--- config.mk ---
export PLATFORM = sky130hd
export DESIGN_NAME = pot_filter
export DESIGN_NICKNAME = d
export VERILOG_FILES = /design/src/rtl/pot_filter_pkg.sv /design/src/rtl/pot_chan_ram.sv /design/src/rtl/pot_filter.sv
export SDC_FILE = /design/constraint.sdc
export NUM_CORES = 1
export LEC_CHECK = 0
export CORE_UTILIZATION = 40
export DETAILED_ROUTE_END_ITERATION = 7
export SYNTH_ARGS = -nofsm -noshare
export SYNTH_HDL_FRONTEND = slang
export SYNTH_SLANG_ARGS = --single-unit
--- constraint.sdc ---
create_clock -name clk -period 5.9 [get_ports clk]
set_input_delay 1.77 -clock clk [delete_from_list [all_inputs] [get_ports clk]]
set_output_delay 1.77 -clock clk [all_outputs]
set_load 0.05 [all_outputs]
--- src/rtl/pot_filter_pkg.sv ---
// Shared definitions for the potentiometer filter block.
//   - Default parameter values for sample width, IIR shift and hysteresis.
//   - Channel count and channel index width.
//   - Scan FSM state encoding.
package pot_filter_pkg;

  localparam int unsigned ADC_WIDTH_DEF = 8;
  localparam int unsigned SHIFT_DEF     = 2;
  localparam int unsigned HYST_DEF      = 2;

  localparam int unsigned NUM_CHAN = 8;
  localparam int unsigned CHAN_W   = 3;

  typedef enum logic [2:0] {
    StIdle,
    StAddr,
    StCapture,
    StFilter,
    StCompare,
    StEmit
  } state_e;

endpackage

--- src/rtl/pot_chan_ram.sv ---
// Per-channel store of the last reported value.
// An 8-entry distributed RAM with one synchronous write port and two
// asynchronous read ports: one used internally by the compare stage, one
// exposed as the readback port.
//   clk      : clock
//   reset    : synchronous active-high reset, clears every entry
//   wr_en    : write strobe (event handshake)
//   wr_addr  : channel being written
//   wr_data  : value being written
//   cmp_addr : internal read address (current scan channel)
//   cmp_q    : internal read data, combinational
//   rd_addr  : readback address
//   rd_q     : readback data, combinational
module pot_chan_ram
  import pot_filter_pkg::*;
#(
  parameter int unsigned ADC_WIDTH = ADC_WIDTH_DEF
) (
  input  logic                 clk,
  input  logic                 reset,
  input  logic                 wr_en,
  input  logic [CHAN_W-1:0]    wr_addr,
  input  logic [ADC_WIDTH-1:0] wr_data,
  input  logic [CHAN_W-1:0]    cmp_addr,
  output logic [ADC_WIDTH-1:0] cmp_q,
  input  logic [CHAN_W-1:0]    rd_addr,
  output logic [ADC_WIDTH-1:0] rd_q
);

  logic [ADC_WIDTH-1:0] mem_q [NUM_CHAN];

  always_ff @(posedge clk) begin
    if (reset) begin
      for (int i = 0; i < NUM_CHAN; i++) begin
        mem_q[i] <= '0;
      end
    end else if (wr_en) begin
      mem_q[wr_addr] <= wr_data;
    end
  end

  assign cmp_q = mem_q[cmp_addr];
  assign rd_q  = mem_q[rd_addr];

endmodule

--- src/rtl/pot_filter.sv ---
// Eight-channel potentiometer smoother with change reporting.
// Scans the ADC sample file round-robin, runs a first-order IIR per channel
// (weight 1/2^SHIFT), and emits a valid/ready event whenever the filtered
// value has moved far enough from the last reported value.
//   clk       : clock
//   reset     : synchronous active-high reset
//   scan_en   : enables round-robin scanning
//   adc_addr  : read address into the ADC sample file (always the scan channel)
//   adc_q     : raw sample for adc_addr, combinational from the file
//   evt_valid : an event is presented
//   evt_ready : consumer accepts the event
//   evt_chan  : channel of the presented event
//   evt_value : new reported value of the presented event
//   rd_addr   : readback address for reported values
//   rd_q      : reported value of channel rd_addr, combinational
module pot_filter
  import pot_filter_pkg::*;
#(
  parameter int unsigned ADC_WIDTH = ADC_WIDTH_DEF,
  parameter int unsigned SHIFT     = SHIFT_DEF,
  parameter int unsigned HYST      = HYST_DEF
) (
  input  logic                 clk,
  input  logic                 reset,
  input  logic                 scan_en,
  output logic [CHAN_W-1:0]    adc_addr,
  input  logic [ADC_WIDTH-1:0] adc_q,
  output logic                 evt_valid,
  input  logic                 evt_ready,
  output logic [CHAN_W-1:0]    evt_chan,
  output logic [ADC_WIDTH-1:0] evt_value,
  input  logic [CHAN_W-1:0]    rd_addr,
  output logic [ADC_WIDTH-1:0] rd_q
);

  // Accumulator holds the filtered value scaled by 2^SHIFT. Its steady state
  // for input s is s<<SHIFT, and acc - (acc>>SHIFT) + s never exceeds that
  // width, so the extra SHIFT bits are sufficient.
  localparam int unsigned AccW = ADC_WIDTH + SHIFT;
  localparam logic [ADC_WIDTH-1:0] HystV = ADC_WIDTH'(HYST);

  state_e                state_q;
  logic [CHAN_W-1:0]     ch_q;
  logic [ADC_WIDTH-1:0]  sample_q;
  logic [AccW-1:0]       acc_q [NUM_CHAN];
  logic [NUM_CHAN-1:0]   primed_q;
  // Set once a channel has completed its first event handshake; until then
  // every compare raises an event so the consumer learns the initial value.
  logic [NUM_CHAN-1:0]   seen_q;

  logic [AccW-1:0]       acc_cur;
  logic [AccW-1:0]       acc_step;
  logic [AccW-1:0]       acc_load;
  logic [ADC_WIDTH-1:0]  filt;
  logic [ADC_WIDTH-1:0]  rep_cur;
  logic [ADC_WIDTH-1:0]  delta;
  logic                  at_endpoint;
  logic                  raise_evt;
  logic                  handshake;
  state_e                leave_state;

  assign adc_addr  = ch_q;
  assign handshake = evt_valid && evt_ready;

  // Filter datapath, evaluated against the current channel's accumulator.
  assign acc_cur  = acc_q[ch_q];
  assign acc_step = acc_cur - (acc_cur >> SHIFT) + AccW'(sample_q);
  assign acc_load = AccW'(sample_q) << SHIFT;
  assign filt     = ADC_WIDTH'(acc_cur >> SHIFT);

  // Change detection against the last reported value of this channel.
  always_comb begin
    delta = '0;
    if (filt >= rep_cur) begin
      delta = filt - rep_cur;
    end else begin
      delta = rep_cur - filt;
    end
  end

  // Small moves onto 0 or full scale still report, otherwise hysteresis could
  // leave the reported value stuck just short of an endpoint.
  assign at_endpoint = (filt != rep_cur) && ((filt == '0) || (filt == '1));
  assign raise_evt   = !seen_q[ch_q] || (delta >= HystV) || at_endpoint;

  assign leave_state = scan_en ? StAddr : StIdle;

  always_ff @(posedge clk) begin
    if (reset) begin
      state_q   <= StIdle;
      ch_q      <= '0;
      sample_q  <= '0;
      primed_q  <= '0;
      seen_q    <= '0;
      evt_valid <= 1'b0;
      evt_chan  <= '0;
      evt_value <= '0;
      for (int i = 0; i < NUM_CHAN; i++) begin
        acc_q[i] <= '0;
      end
    end else begin
      unique case (state_q)
        StIdle: begin
          if (scan_en) begin
            state_q <= StAddr;
          end
        end
        StAddr: begin
          state_q <= StCapture;
        end
        StCapture: begin
          sample_q <= adc_q;
          state_q  <= StFilter;
        end
        StFilter: begin
          if (!primed_q[ch_q]) begin
            // First visit: start at the sample instead of ramping up from 0.
            acc_q[ch_q]    <= acc_load;
            primed_q[ch_q] <= 1'b1;
          end else begin
            acc_q[ch_q] <= acc_step;
          end
          state_q <= StCompare;
        end
        StCompare: begin
          if (raise_evt) begin
            evt_valid <= 1'b1;
            evt_chan  <= ch_q;
            evt_value <= filt;
            state_q   <= StEmit;
          end else begin
            ch_q    <= ch_q + 1'b1;
            state_q <= leave_state;
          end
        end
        StEmit: begin
          // Hold everything until accepted; the scan stalls here.
          if (evt_ready) begin
            evt_valid    <= 1'b0;
            seen_q[ch_q] <= 1'b1;
            ch_q         <= ch_q + 1'b1;
            state_q      <= leave_state;
          end
        end
        default: begin
          state_q <= StIdle;
        end
      endcase
    end
  end

  pot_chan_ram #(
    .ADC_WIDTH (ADC_WIDTH)
  ) u_reported (
    .clk      (clk),
    .reset    (reset),
    .wr_en    (handshake),
    .wr_addr  (evt_chan),
    .wr_data  (evt_value),
    .cmp_addr (ch_q),
    .cmp_q    (rep_cur),
    .rd_addr  (rd_addr),
    .rd_q     (rd_q)
  );

endmodule

Word-level counts from Yosys, hierarchy flattened --
Memories as Yosys holds them, arrays and structs flattened. A register that Yosys moved wholly into a read port is not among the register bits. Index checks and enable logic that the tools add are counted.
Word-level totals: bits in registers 42, bits in writable memories 144, bits of input ports 15, output and inout port bits 23, word-level logic and storage cells 94, memories kept 2
Memory list:
- acc_q | words 8, width 10, rd ports 1, clocked after memory_dff 1, wr ports 8, RTL line pot_filter.sv:45 | logic [AccW-1:0] acc_q [NUM_CHAN];
- u_reported.mem_q | words 8, width 8, rd ports 2, clocked after memory_dff 1, wr ports 8, RTL line pot_chan_ram.sv:30 | logic [ADC_WIDTH-1:0] mem_q [NUM_CHAN];
Operators by class: $add $sub $neg 5, order comparisons 4, equal/unequal tests 11, mux-type cells 42, bitwise logic cells 4, reduce and logical (&&, ||, !) cells 18
Operators with widths (count):
- $mux W3 | 11
- $mux W1 | 21
- $mux W10 | 2
- $pmux W3 S6 | 1
- $mux W8 | 2
- $or A8 B8 Y8 | 2
- $sub A8 B8 Y8 | 2
- $add A10 B8 Y10 | 1
- $reduce_or A10 Y1 | 1
- $sub A10 B8 Y10 | 1
- $eq A8 B8 Y1 const B | 1
- $ge A8 B2 Y1 const B | 1
- $ge A8 B8 Y1 | 1
- $logic_not A8 Y1 | 1
- $ne A2 B2 Y1 const B | 4
- $ne A8 B8 Y1 | 1
- $reduce_and A2 Y1 | 4
- $reduce_or A8 Y1 | 1
- $bmux W1 S3 | 2
- $eq A3 B2 Y1 const B | 2
- $eq A3 B3 Y1 const B | 2
- $pmux W3 S2 | 1
- $reduce_and A3 Y1 | 2
- $lt A3 B4 Y1 const B | 1
- 12 further kinds | 16

Logic depth before layout (Yosys ltp) --
word-level depth 9, depth in mapped cells 19, mapped depth without buffers 17

Cells and area by module --
From an unflattened synthesis, not the netlist that was laid out.
Unflattened totals: cells, all modules 893, area total of the unflattened synthesis 10582.6 µm²
Modules (own cells, without submodules):
- pot_filter | instances 1, cells each 671, area each 7056.8 µm², seq. area each 3303.2 µm²
- pot_chan_ram | instances 1, cells each 222, area each 3525.9 µm², seq. area each 1921.8 µm²

Least setup slack after synthesis --
OpenSTA, ideal clock, no wires.
path type in2out, start in rd_addr[0], end out rd_q[0], arrival 3.397 ns, data required time 4.130 ns, path slack 0.733 ns, stages on the path 4, buffers on the path 2, path through clkbuf_1 > buf_2 > mux4_2 > mux2_2
Between the ends: word-level cells in the longest chain between the ends 1
RTL lines:
- start, declared | RTL line pot_filter.sv:32 | input logic [CHAN_W-1:0] rd_addr,
- $mem_v2 Z8 W8
- end, declared | RTL line pot_filter.sv:33 | output logic [ADC_WIDTH-1:0] rd_q
No other way between the ends.

Worst setup path after layout --
Ends and elaborated chain as after synthesis.

==> summary.md <==
| Metric | Value |
|---|---|
| Routed vias/inst | `approximately 5.6` |
| Filler Cell Count | `~2300` |
| Hpwl dp | `~18000 µm` |
| Fmax achieved | `around 190 MHz` |
| Max-slew headroom | `about 23%` |
| WL final | `roughly 25000 µm` |
| DR pass1 iterations | `5` |
| Chip height | `around 160 µm` |
| Outcome | `finished, final reports clean` |
| Reg2reg end | `acc_q[1][7]$_SDFFCE_PN0P_` |
| R2R setup slack | `just over 1 ns` |
| CP Data Required Time | `4.13 ns` |
| WL/cell | `20.2 µm` |
| Number of max-cap violations | `0` |
| Register area | `5230 µm²` |
| Dominant cells by area after synthesis | `edfxtp_1, mux4_2, dfxtp_1` |
| Full die area | `26400 µm²` |
| Cells after DPL | `~1200` |
| # DRC | `0` |
| Max VDD drop | `approximately 0.0002 V` |
| Ratio of cells with drive above 1 in the final layout | `between 10% and 20%` |
| Synth top area share | `between 40% and 50%` |
| CP Capture Type | `output pin` |
| Lkg Pwr | `roughly 0.004 µW` |
| Clock Tree Root | `clkbuf_16` |
| Nets | `959` |
| Synthesized area | `a little over 10000 µm²` |
| CTS tree | `yes` |
| Vias after detailed routing | `roughly 7000` |
| DR iter-0 viols | `653` |
| Post-Layout Cell Count | `between 1000 and 1500` |
| Register area share after synthesis | `between 50 and 60%` |
| Cells on Worst Hold Path | `2` |
| Yosys Warn Count | `0` |
| Commonest register cell after synthesis | `edfxtp_1` |
| Post-route ant nets | `0` |
| Ports | `38` |
| Yosys reg bits | `189` |
| Number of global-route vias before repair | `around 7000` |
| CP max FO | `16` |
| Tot GR Track Use | `20.2%` |
| Die W | `162 µm` |
| GPL Wtd Cong | `0.880` |
| Syn nets | `937` |
| Final number of max-transition violations | `0` |
| Initial antenna violation count | `0` |
| P&R area growth vs syn | `11.8%` |
| Worst Tran Pin Value | `approximately 1.1 ns` |
| Overflow after GRT | `0` |
| RSZ-0062 raised after global routing | `false` |
| Sink Count | `189` |
| # hold bufs at CTS | `0` |
| Final Hold Fails | `0` |
| Gate Count Post-Synth | `between 800 and 900` |
| Num CTS Buffers | `17` |
| H-tree Lvls | `4` |
| Global-route wire length before repair | `between 30000 and 40000 µm` |
| Worst Hold Endpoint | `primed_q[7]$_SDFFE_PP0P_` |
| Post-CTS Setup Bufs | `0` |
| WS Path Type | `primary input to output pin` |
| Mean Syn Cell Area | `11.6 µm²` |
| Synth async-reset ratio | `0%` |
| Setup Viol. Count Final | `0` |
| EDFF count, synth | `approximately 140` |
| Clock Pin Slew Worst Setup and Hold Paths | `~0.070 ns` |
| CP startpoint | `rd_addr[0]` |
| # resized after CTS | `0` |
| ANT cells | `0` |
| Yosys cell types | `67` |
| Final period util | `90.7%` |
| Core Area | `approximately 25000 µm²` |
| HP Class | `flop to flop` |
| Starting Density | `around two fifths` |
| Final setup TNS | `0 ns` |
| Placement row count | `58` |
| Worst-Skew Late Latency | `approximately 0.44 ns` |
| Port-buffer cells | `37` |
| CP Launch Type | `primary input` |
| Largest net degree at the start of global routing | `44` |
| Synth area leader | `edfxtp_1` |
| Multi-input gate area | `roughly 4700 µm²` |
| Fin Clk Skew | `0.0156 ns` |
| Maximum clock path buffer count | `2` |
| Worst Reg2Reg Path Length in Cells | `16` |
| Crit path DAT | `3.58 ns` |
| Hold path startpoint | `primed_q[7]$_SDFFE_PP0P_` |
| Minimum clock period | `around 5.4 ns` |
| P per Cell Area | `around 260 nW/µm²` |
==> stage by stage <==
stage               util (%)  hold WS [ns]  area, µm²  total power [µW]  worst slack, ns
finish                  45.7         0.465      11500              3010            0.547
global route            45.7         0.498      11500              3110            0.451
CTS                     45.7         0.471      11500              3020            0.519
detailed placement      43.4         0.450      10900              1910            0.527
global placement        43.4         0.442      10900              1910            0.552
floorplan                  -         0.430      10300              1800            0.733
==> worst max-delay path, stage by stage <==
cell             delay (ns)
clkdlybuf4s50_1        0.46
buf_4                  0.30
mux4_2                 0.54
mux2_2                 0.31
buf_4                  0.20
==> cell type report <==
cell class	count	area share [%]
flip-flops and latches	189	45.5
multi-input cells	603	40.6
repair buffers	49	3.79
clock buffers	18	3.73
well taps	330	3.59
inverters	46	1.50
clock inverters	14	1.34
==> state kept, by name (all words and copies together), names as in the netlist, named ones only <==
| register | count |
|---|---|
| acc_q | 80 |
| adc_addr | 3 |
| evt_chan | 3 |
| evt_valid | 1 |
| evt_value | 8 |
| primed_q | 8 |
| sample_q | 8 |
| seen_q | 8 |
| state_q | 3 |
| u_reported.mem_q | 64 |
==> power breakdown <==
part | internal [µW] | switching [µW] | total (µW) | leakage (µW)
Clock | 567 | 565 | 1130 | 0.000281
Combinational | 150 | 231 | 381 | 0.00189
Sequential | 1470 | 29.6 | 1500 | 0.00185
Total | 2190 | 826 | 3010 | 0.00402
==> metal layers <==
layer | GRT usage, % | routed length (µm)
met5 | 0 | 0
met4 | 5.49 | 386
met3 | 2.75 | 1090
met1 | 29.4 | 12000
met2 | 31.4 | 11700
==> synthesized netlist by cell type, drive strengths merged, types with 2 or more instances <==
cell,n
edfxtp,144
nor2,139
and2,67
a21oi,51
inv,46
mux2i,46
dfxtp,45
mux4,42
nand2,39
ha,28
nand3,26
clkbuf,25
o21ai,24
buf,21
mux2,16
a211oi,12
nor3,11
fa,10
xnor2,9
nand2b,6
a31oi,5
nand4,5
o2111ai,5
or2,5
xor2,5
nor2b,4
a21o,3
a22oi,3
a31o,3
nor3b,3
nor4,3
o21a,3
o21bai,3
and3,2
and4,2
nand3b,2
nand4b,2
o211ai,2
o22a,2
o31ai,2
==> kinds of logic after synthesis <==
family,count (synthesis),synth area share (%)
AND/OR/NAND/NOR,319,15.0
flip-flops,189,50.8
AO/OA/AOI/OAI,128,8.24
multiplexers,104,15.5
buffers and inverters,92,3.89
adder cells (fa/ha/maj),38,5.35
XOR/XNOR,14,1.19
==> worst max-delay path by stage <==
stage	end	depth (start not counted)
finish	rd_q[0]	5
global route	rd_q[0]	5
CTS	rd_q[0]	5
detailed placement	rd_q[0]	5
global placement	rd_q[0]	5
floorplan	rd_q[0]	4
==> layout by cell type, fill, tap and decap left out, types with 3 or more instances in the layout <==
| cell type | synthesis | routed |
|---|---|---|
| mux4_2 | 42 | 42 |
| edfxtp_1 | 144 | 144 |
| xnor2_1 | 9 | 9 |
| nor3_1 | 11 | 11 |
| a21o_1 | 3 | 3 |
| a211oi_1 | 7 | 7 |
| and2_1 | 67 | 67 |
| buf_4 | 0 | 20 |
| ha_1 | 28 | 28 |
| fa_1 | 10 | 10 |
| nand2b_1 | 6 | 6 |
| mux2_2 | 16 | 16 |
| nand4_1 | 5 | 5 |
| or2_2 | 5 | 5 |
| a31oi_1 | 5 | 5 |
| dfxtp_1 | 45 | 43 |
| clkinv_8 | 0 | 3 |
| xor2_1 | 5 | 5 |
| mux2i_2 | 3 | 3 |
| inv_1 | 46 | 46 |
| mux2i_1 | 43 | 43 |
| nand2_1 | 39 | 39 |
| clkinv_4 | 0 | 5 |
| o21ai_0 | 17 | 17 |
| a21oi_1 | 49 | 49 |
| clkdlybuf4s50_1 | 0 | 28 |
| nor2b_1 | 4 | 4 |
| nand3_1 | 24 | 24 |
| clkbuf_16 | 0 | 17 |
| nor2_1 | 137 | 137 |
| o21ai_1 | 6 | 6 |
| inv_8 | 0 | 4 |
| a211oi_2 | 5 | 5 |
| o2111ai_1 | 5 | 5 |
| o21bai_1 | 3 | 3 |
No activity file was read; power rests on OpenSTA's default activity.
